$ cat src/rtl/alu_divider_if.sv
// Start/busy/done handshake and operand/result bus between the control sequencer and the divider.
// Vectors are [0:WIDTH-1] to match the datapath; bit 0 carries the LSB.
interface alu_divider_if #(
    parameter int WIDTH = 8
);
    logic             start;
    logic [0:WIDTH-1] dividend;
    logic [0:WIDTH-1] divisor;
    logic             busy;
    logic             done;
    logic [0:WIDTH-1] quotient;
    logic [0:WIDTH-1] remainder;
    logic             div_zero;

    modport master (
        output start, dividend, divisor,
        input  busy, done, quotient, remainder, div_zero
    );

    modport slave (
        input  start, dividend, divisor,
        output busy, done, quotient, remainder, div_zero
    );
endinterface

$ cat src/rtl/alu_divider.sv
// Sequential unsigned restoring divider: one trial subtraction per clock, WIDTH cycles per result,
// with a one-cycle divide-by-zero path. Results are held in DONE until the next accepted start.
module alu_divider #(
    parameter int WIDTH = 8
) (
    input  logic         clk,
    input  logic         rst_n,
    alu_divider_if.slave bus
);
    localparam int CW = $clog2(WIDTH + 1);

    typedef enum logic [1:0] {IDLE, RUN, DONE} state_t;

    state_t           state_q, state_d;
    logic [WIDTH:0]   p_q, p_d;
    logic [WIDTH-1:0] q_q, q_d;
    logic [WIDTH-1:0] dvs_q, dvs_d;
    logic [CW-1:0]    count_q, count_d;
    logic             zero_q, zero_d;
    logic [WIDTH-1:0] quo_q, quo_d;
    logic [WIDTH-1:0] rem_q, rem_d;
    logic             dz_q, dz_d;

    logic [WIDTH-1:0] dvd_in, dvs_in;
    logic [WIDTH:0]   shifted, trial;

    // Bus index i carries weight 2**i, so map bit-by-bit rather than by vector position.
    for (genvar i = 0; i < WIDTH; i++) begin : g_bit_map
        assign dvd_in[i]        = bus.dividend[i];
        assign dvs_in[i]        = bus.divisor[i];
        assign bus.quotient[i]  = quo_q[i];
        assign bus.remainder[i] = rem_q[i];
    end

    assign bus.busy     = (state_q == RUN);
    assign bus.done     = (state_q == DONE);
    assign bus.div_zero = dz_q;

    // NOTE: sequential state uses non-blocking assignments so every register samples pre-edge values.
    always_ff @(posedge clk or negedge rst_n) begin
        if (!rst_n) begin
            state_q <= IDLE;
            p_q     <= '0;
            q_q     <= '0;
            dvs_q   <= '0;
            count_q <= '0;
            zero_q  <= 1'b0;
            quo_q   <= '0;
            rem_q   <= '0;
            dz_q    <= 1'b0;
        end else begin
            state_q <= state_d;
            p_q     <= p_d;
            q_q     <= q_d;
            dvs_q   <= dvs_d;
            count_q <= count_d;
            zero_q  <= zero_d;
            quo_q   <= quo_d;
            rem_q   <= rem_d;
            dz_q    <= dz_d;
        end
    end

    always_comb begin
        // NOTE: every signal gets a default first so no path through the case can infer a latch.
        state_d = state_q;
        p_d     = p_q;
        q_d     = q_q;
        dvs_d   = dvs_q;
        count_d = count_q;
        zero_d  = zero_q;
        quo_d   = quo_q;
        rem_d   = rem_q;
        dz_d    = dz_q;

        // P stays below the divisor, so its top bit is always 0 and can be dropped by the shift.
        shifted = {p_q[WIDTH-1:0], q_q[WIDTH-1]};
        trial   = shifted - {1'b0, dvs_q};

        case (state_q)
            IDLE, DONE: begin
                if (bus.start) begin
                    state_d = RUN;
                    dvs_d   = dvs_in;
                    q_d     = dvd_in;
                    p_d     = '0;
                    count_d = CW'(WIDTH);
                    zero_d  = (dvs_in == '0);
                end
            end
            RUN: begin
                if (zero_q) begin
                    state_d = DONE;
                    quo_d   = '1;
                    rem_d   = q_q;
                    dz_d    = 1'b1;
                end else begin
                    if (!trial[WIDTH]) begin
                        p_d = trial;
                        q_d = {q_q[WIDTH-2:0], 1'b1};
                    end else begin
                        p_d = shifted;
                        q_d = {q_q[WIDTH-2:0], 1'b0};
                    end
                    count_d = count_q - CW'(1);
                    if (count_q == CW'(1)) begin
                        state_d = DONE;
                        quo_d   = q_d;
                        rem_d   = p_d[WIDTH-1:0];
                        dz_d    = 1'b0;
                    end
                end
            end
            default: state_d = IDLE;
        endcase
    end
endmodule

$ cat src/flat_wrapper.sv
// flat-port wrapper written by rule: the top's interface ports become plain ports
module alu_divider_flat 
#(
    parameter int WIDTH = 8
)
  (clk, rst_n, bus_start, bus_dividend, bus_divisor, bus_busy, bus_done, bus_quotient, bus_remainder, bus_div_zero);
  alu_divider_if #(.WIDTH(WIDTH)) bus_i ();
  input  logic clk;
  input  logic rst_n;
  input wire logic [$bits(bus_i.start)-1:0] bus_start;
  input wire logic [$bits(bus_i.dividend)-1:0] bus_dividend;
  input wire logic [$bits(bus_i.divisor)-1:0] bus_divisor;
  output wire logic [$bits(bus_i.busy)-1:0] bus_busy;
  output wire logic [$bits(bus_i.done)-1:0] bus_done;
  output wire logic [$bits(bus_i.quotient)-1:0] bus_quotient;
  output wire logic [$bits(bus_i.remainder)-1:0] bus_remainder;
  output wire logic [$bits(bus_i.div_zero)-1:0] bus_div_zero;
  assign bus_i.start = bus_start;
  assign bus_i.dividend = bus_dividend;
  assign bus_i.divisor = bus_divisor;
  assign bus_busy = bus_i.busy;
  assign bus_done = bus_i.done;
  assign bus_quotient = bus_i.quotient;
  assign bus_remainder = bus_i.remainder;
  assign bus_div_zero = bus_i.div_zero;
  alu_divider #(.WIDTH(WIDTH)) u_core (.clk(clk), .rst_n(rst_n), .bus(bus_i));
endmodule
$ cat config.mk
export PLATFORM = sky130hd
export DESIGN_NAME = alu_divider_flat
export DESIGN_NICKNAME = d
export VERILOG_FILES = /design/src/rtl/alu_divider_if.sv /design/src/rtl/alu_divider.sv /design/src/flat_wrapper.sv
export SDC_FILE = /design/constraint.sdc
export NUM_CORES = 1
export LEC_CHECK = 0
export ABC_AREA = 1
export BUFFER_PORTS_ARGS = -buffer_cell sky130_fd_sc_hd__clkbuf_2
export CORE_MARGIN = 10
export CORE_UTILIZATION = 46
export CTS_BUF_LIST = sky130_fd_sc_hd__clkbuf_16
export DETAILED_ROUTE_END_ITERATION = 7
export GPL_TIMING_DRIVEN = 0
export PLACE_DENSITY = 0.66
export SLEW_MARGIN = 20
export SYNTH_ARGS = -nofsm -noshare
export SYNTH_HDL_FRONTEND = slang
export SYNTH_SLANG_ARGS = --single-unit
$ cat constraint.sdc
create_clock -name clk -period 3.5 [get_ports clk]
set_input_delay 0.7 -clock clk [delete_from_list [all_inputs] [get_ports clk]]
set_output_delay 0.7 -clock clk [all_outputs]
set_load 0.02 [all_outputs]
==> impl_metrics.py <==
metrics = {
    "yosys": {
        "syn-num-nets": 381,
        "async_flop_share": 1.000,
        "yosys.area.top_type_share": 0.4390,
        "synthDominantAreaCellType": "sky130_fd_sc_hd__dfrtp_1",
        "ys_seq_area_frac": 0.4390,
        "cells_after_synthesis": 351,
        "yosys_register_bits": 48,
        "netlist-cell-type-count": 37,
        "synth_enable_flop_cells": 0,
        "synth.area.top_cells": "sky130_fd_sc_hd__dfrtp_1 44%, sky130_fd_sc_hd__nand2_1 17%, sky130_fd_sc_hd__inv_1 5.1%, sky130_fd_sc_hd__o21ai_0 4.9%, sky130_fd_sc_hd__ha_1 4.6%",
        "synth_top_flop_cell": "sky130_fd_sc_hd__dfrtp_1",
        "synth_area_per_cell_sq_um": 7.796,
        "most_common_library_cells_after_synthesis": "125 x sky130_fd_sc_hd__nand2_1, 48 x sky130_fd_sc_hd__dfrtp_1, 37 x sky130_fd_sc_hd__inv_1",
        "ys_warn_count": 0,
        "post-synth-top-count-cell": "sky130_fd_sc_hd__nand2_1",
        "synthesized_area_sq_um": 2736,
    },
    "sta": {
        "skew_ns": 0.008313,
        "final.period_utilization": 0.6111,
        "fmaxAchievable_mhz": 467.6,
        "postLayoutSetupSlackWorst_ns": 1.361,
        "slew_headroom": 0.5542,
        "tightest_slew_ns": 0.6686,
        "maxSlewViolCount": 0,
        "fin_worst_hold_slack_ns": 0.4510,
        "rsz0062_at_grt": "false",
        "timing.final.hold_violations": 0,
        "fin_setup_tns_ns": 0,
        "setup_viol": 0,
        "period_minus_slack_ns": 2.139,
    },
    "clock_tree": {
        "post-cts-setup-buffer-count": 0,
        "clk_root_buffer_cell": "sky130_fd_sc_hd__clkbuf_16",
        "tritoncts_clock_tree": "yes",
        "worst_skew_pair_latency_ns": 0.29,
        "post_cts.resized_instances": 0,
        "cts_made_buffers": 5,
        "clock_tree.buffer_depth": 2,
        "clkSlewWorstSetupHoldPaths_ns": 0.07,
        "htreeDepth": 2,
        "post_cts_hold_buffer_count": 0,
        "tritoncts_num_sinks": 48,
    },
    "finish": {
        "nets": 425,
        "final_cells": 470,
        "drive_above_1_share": 0.1899,
        "seq_area_sq_um": 1201,
        "area_overhead_vs_synth_pct": 15.32,
        "area_occupied_by_multi_input_gates_sq_um": 1328,
        "fill_cells": 563,
        "diodes_inserted": 0,
        "final_core_utilization": 0.5394,
    },
    "drt": {
        "routed-via-count": 2311,
        "wire_per_inst_um": 13.50,
        "vias_per_cell": 4.917,
        "firstDrtPassIters": 5,
        "route.top_layer_used": "met4",
        "routed_wl_mm": 6.343,
        "drc": 0,
        "wl_met3_um": 233,
        "route.antenna.remaining_nets": 0,
        "dr_wl_met2_mm": 3.055,
        "route.layer.met1.wl_mm": 3.011,
        "first_iter_violations": 111,
    },
    "worst_setup_path": {
        "critPathLaunch": "u_core.q_q[7]",
        "worst-r2r-setup-slack_ns": 1.36,
        "setup.worst_path.class": "register to register",
        "worst_path_arrival_time_ns": 2.31,
        "worstSetupEndpointType": "register",
        "crit_path_max_fanout": 8,
        "crit_path_start_kind": "register",
        "crit-reg2reg-launch": "u_core.q_q[7]",
        "worst_ep_required_time_ns": 3.67,
    },
    "grt": {
        "grt_pass1_vias": 2341,
        "global_route.overflow_total": 0,
        "grt_start_max_net_pins": 49,
        "grt_util_all_layers": 0.1403,
        "antenna_violations_before_repair": 0,
        "wire_length_of_the_first_global_routing_pass_mm": 11.18,
    },
    "pwr": {
        "p_leak_uw": 0.001726,
        "ir_drop_mv": 0.4762,
        "power_density_nw_per_um2": 1114,
    },
    "hold_path": {
        "hold_path.class": "primary input to asynchronous set/reset pin",
    },
    "die": {
        "core_region_area_sq_um": 5851,
        "die_area_sq_um": 9433,
        "die_h_um": 97.13,
        "design.portCount": 38,
        "start_util": 0.4677,
        "fp.dieW_um": 97.13,
        "rows": 28,
    },
    "place": {
        "placedCellCount": 463,
        "placement.io_buffers": 37,
        "place_hpwl_mm": 4.913,
        "global_placement_routability_congestion": 0.8252,
        "dpl_worst_slack_ns": 1.376,
    },
    "status": {
        "status": "complete, no violations",
    },
    "run": {
        "max_cap_violation_count": 0,
    },
}
power by group:
part	leakage (uW)	internal, uW	switching (uW)
registers	0.000605	807	149
clock network	0.0000673	260	207
logic	0.00105	730	1360
total	0.00173	1800	1720
logic make-up after synthesis:
kind of cell	synth area share
compound gates	0.1038
xor+xnor	0.006403
fa+ha+maj	0.05304
buf+inv	0.07590
flops	0.4390
simple gates	0.3219
final cells by class:
cell class              instances  share of cell area
clock inverters                 2            0.003965
flip-flops and latches         48              0.3806
repair buffers                 37             0.05948
multi-input cells             254              0.4207
inverters                      41             0.04956
plain buffers                   8             0.01626
well taps                      75             0.02974
clock buffers                   5             0.03965
per-stage QoR:
step | power [uW] | area [sq um]
CTS | 3547 | 3156
finish | 3516 | 3156
floorplan | 2572 | 2736
detailed placement | 3069 | 3018
global placement | 3009 | 3015
global route | 3887 | 3156
state kept, by name, summed over array words and instances, names as in the netlist:
signal,cells
u_core.count_q,4
u_core.q_q,8
u_core.state_q,2
u_core.bus.div_zero,1
u_core.quo_q,8
u_core.p_q,8
u_core.dvs_q,8
u_core.rem_q,8
u_core.zero_q,1
worst max-delay path, stage by stage (launching register included):
cell and delay [ns]:
sky130_fd_sc_hd__dfrtp_1 0.38, sky130_fd_sc_hd__inv_1 0.11, sky130_fd_sc_hd__ha_1 0.15, sky130_fd_sc_hd__inv_1 0.08, sky130_fd_sc_hd__fa_1 0.42, sky130_fd_sc_hd__nand2_2 0.10, sky130_fd_sc_hd__nand2_4 0.07, sky130_fd_sc_hd__nand3_4 0.12
sky130_fd_sc_hd__nand2_4 0.07, sky130_fd_sc_hd__nand2_4 0.13, sky130_fd_sc_hd__nand2_8 0.10, sky130_fd_sc_hd__nand2_2 0.09, sky130_fd_sc_hd__nand3_1 0.06, sky130_fd_sc_hd__nand2_1 0.09, sky130_fd_sc_hd__nand2_1 0.06
per-layer routing:
metal,GRT usage,vias to the layer above
met1,0.1790,1073
met4,0.03405,0
met2,0.2335,32
met3,0.03129,4
met5,0,-
li1,-,1202
path summary, 6_finish.rpt:
kind	depth (start not counted)	endpoint
worst max-delay path	14	u_core.rem_q[7]
min in group clk	2	u_core.rem_q[3]
worst min-delay path	1	u_core.dvs_q[4]
worst min register to register	2	u_core.rem_q[3]
max in group asynchronous	1	u_core.p_q[5]
worst max register to register	14	u_core.rem_q[7]
cells in the final DEF (no fill, tap or decap):
cell type,Yosys,routed
sky130_fd_sc_hd__nand2_2,9,9
sky130_fd_sc_hd__o22ai_1,1,1
sky130_fd_sc_hd__a32o_1,1,1
sky130_fd_sc_hd__clkinv_1,1,2
sky130_fd_sc_hd__dfrtp_1,48,48
sky130_fd_sc_hd__o21ai_2,2,2
sky130_fd_sc_hd__buf_4,2,2
sky130_fd_sc_hd__nor2_4,2,2
sky130_fd_sc_hd__clkbuf_16,0,5
sky130_fd_sc_hd__nand3_1,22,22
sky130_fd_sc_hd__o21ai_1,3,3
sky130_fd_sc_hd__o21ai_0,27,27
sky130_fd_sc_hd__clkbuf_2,0,36
sky130_fd_sc_hd__a21oi_1,14,14
sky130_fd_sc_hd__clkbuf_1,2,2
sky130_fd_sc_hd__nor4_1,1,1
sky130_fd_sc_hd__o21a_1,1,1
sky130_fd_sc_hd__nand2_8,1,1
sky130_fd_sc_hd__nor2_1,18,18
sky130_fd_sc_hd__nand3b_1,1,1
sky130_fd_sc_hd__nand2_4,3,3
sky130_fd_sc_hd__nor3_1,1,1
sky130_fd_sc_hd__a31oi_1,1,1
sky130_fd_sc_hd__inv_4,1,1
sky130_fd_sc_hd__buf_6,1,1
sky130_fd_sc_hd__nor2_8,1,1
sky130_fd_sc_hd__ha_1,10,10
sky130_fd_sc_hd__nor2_2,1,1
sky130_fd_sc_hd__clkbuf_4,1,2
sky130_fd_sc_hd__nand4_1,2,2
sky130_fd_sc_hd__inv_2,2,2
sky130_fd_sc_hd__clkinv_4,0,1
sky130_fd_sc_hd__nand2_1,125,125
sky130_fd_sc_hd__or2_4,1,1
sky130_fd_sc_hd__inv_1,37,37
sky130_fd_sc_hd__buf_2,2,2
sky130_fd_sc_hd__fa_1,1,1
sky130_fd_sc_hd__nand3_4,2,2
sky130_fd_sc_hd__a21oi_4,1,1
sky130_fd_sc_hd__xor2_1,2,2
Note: power is estimated with default switching activity, not from simulation.
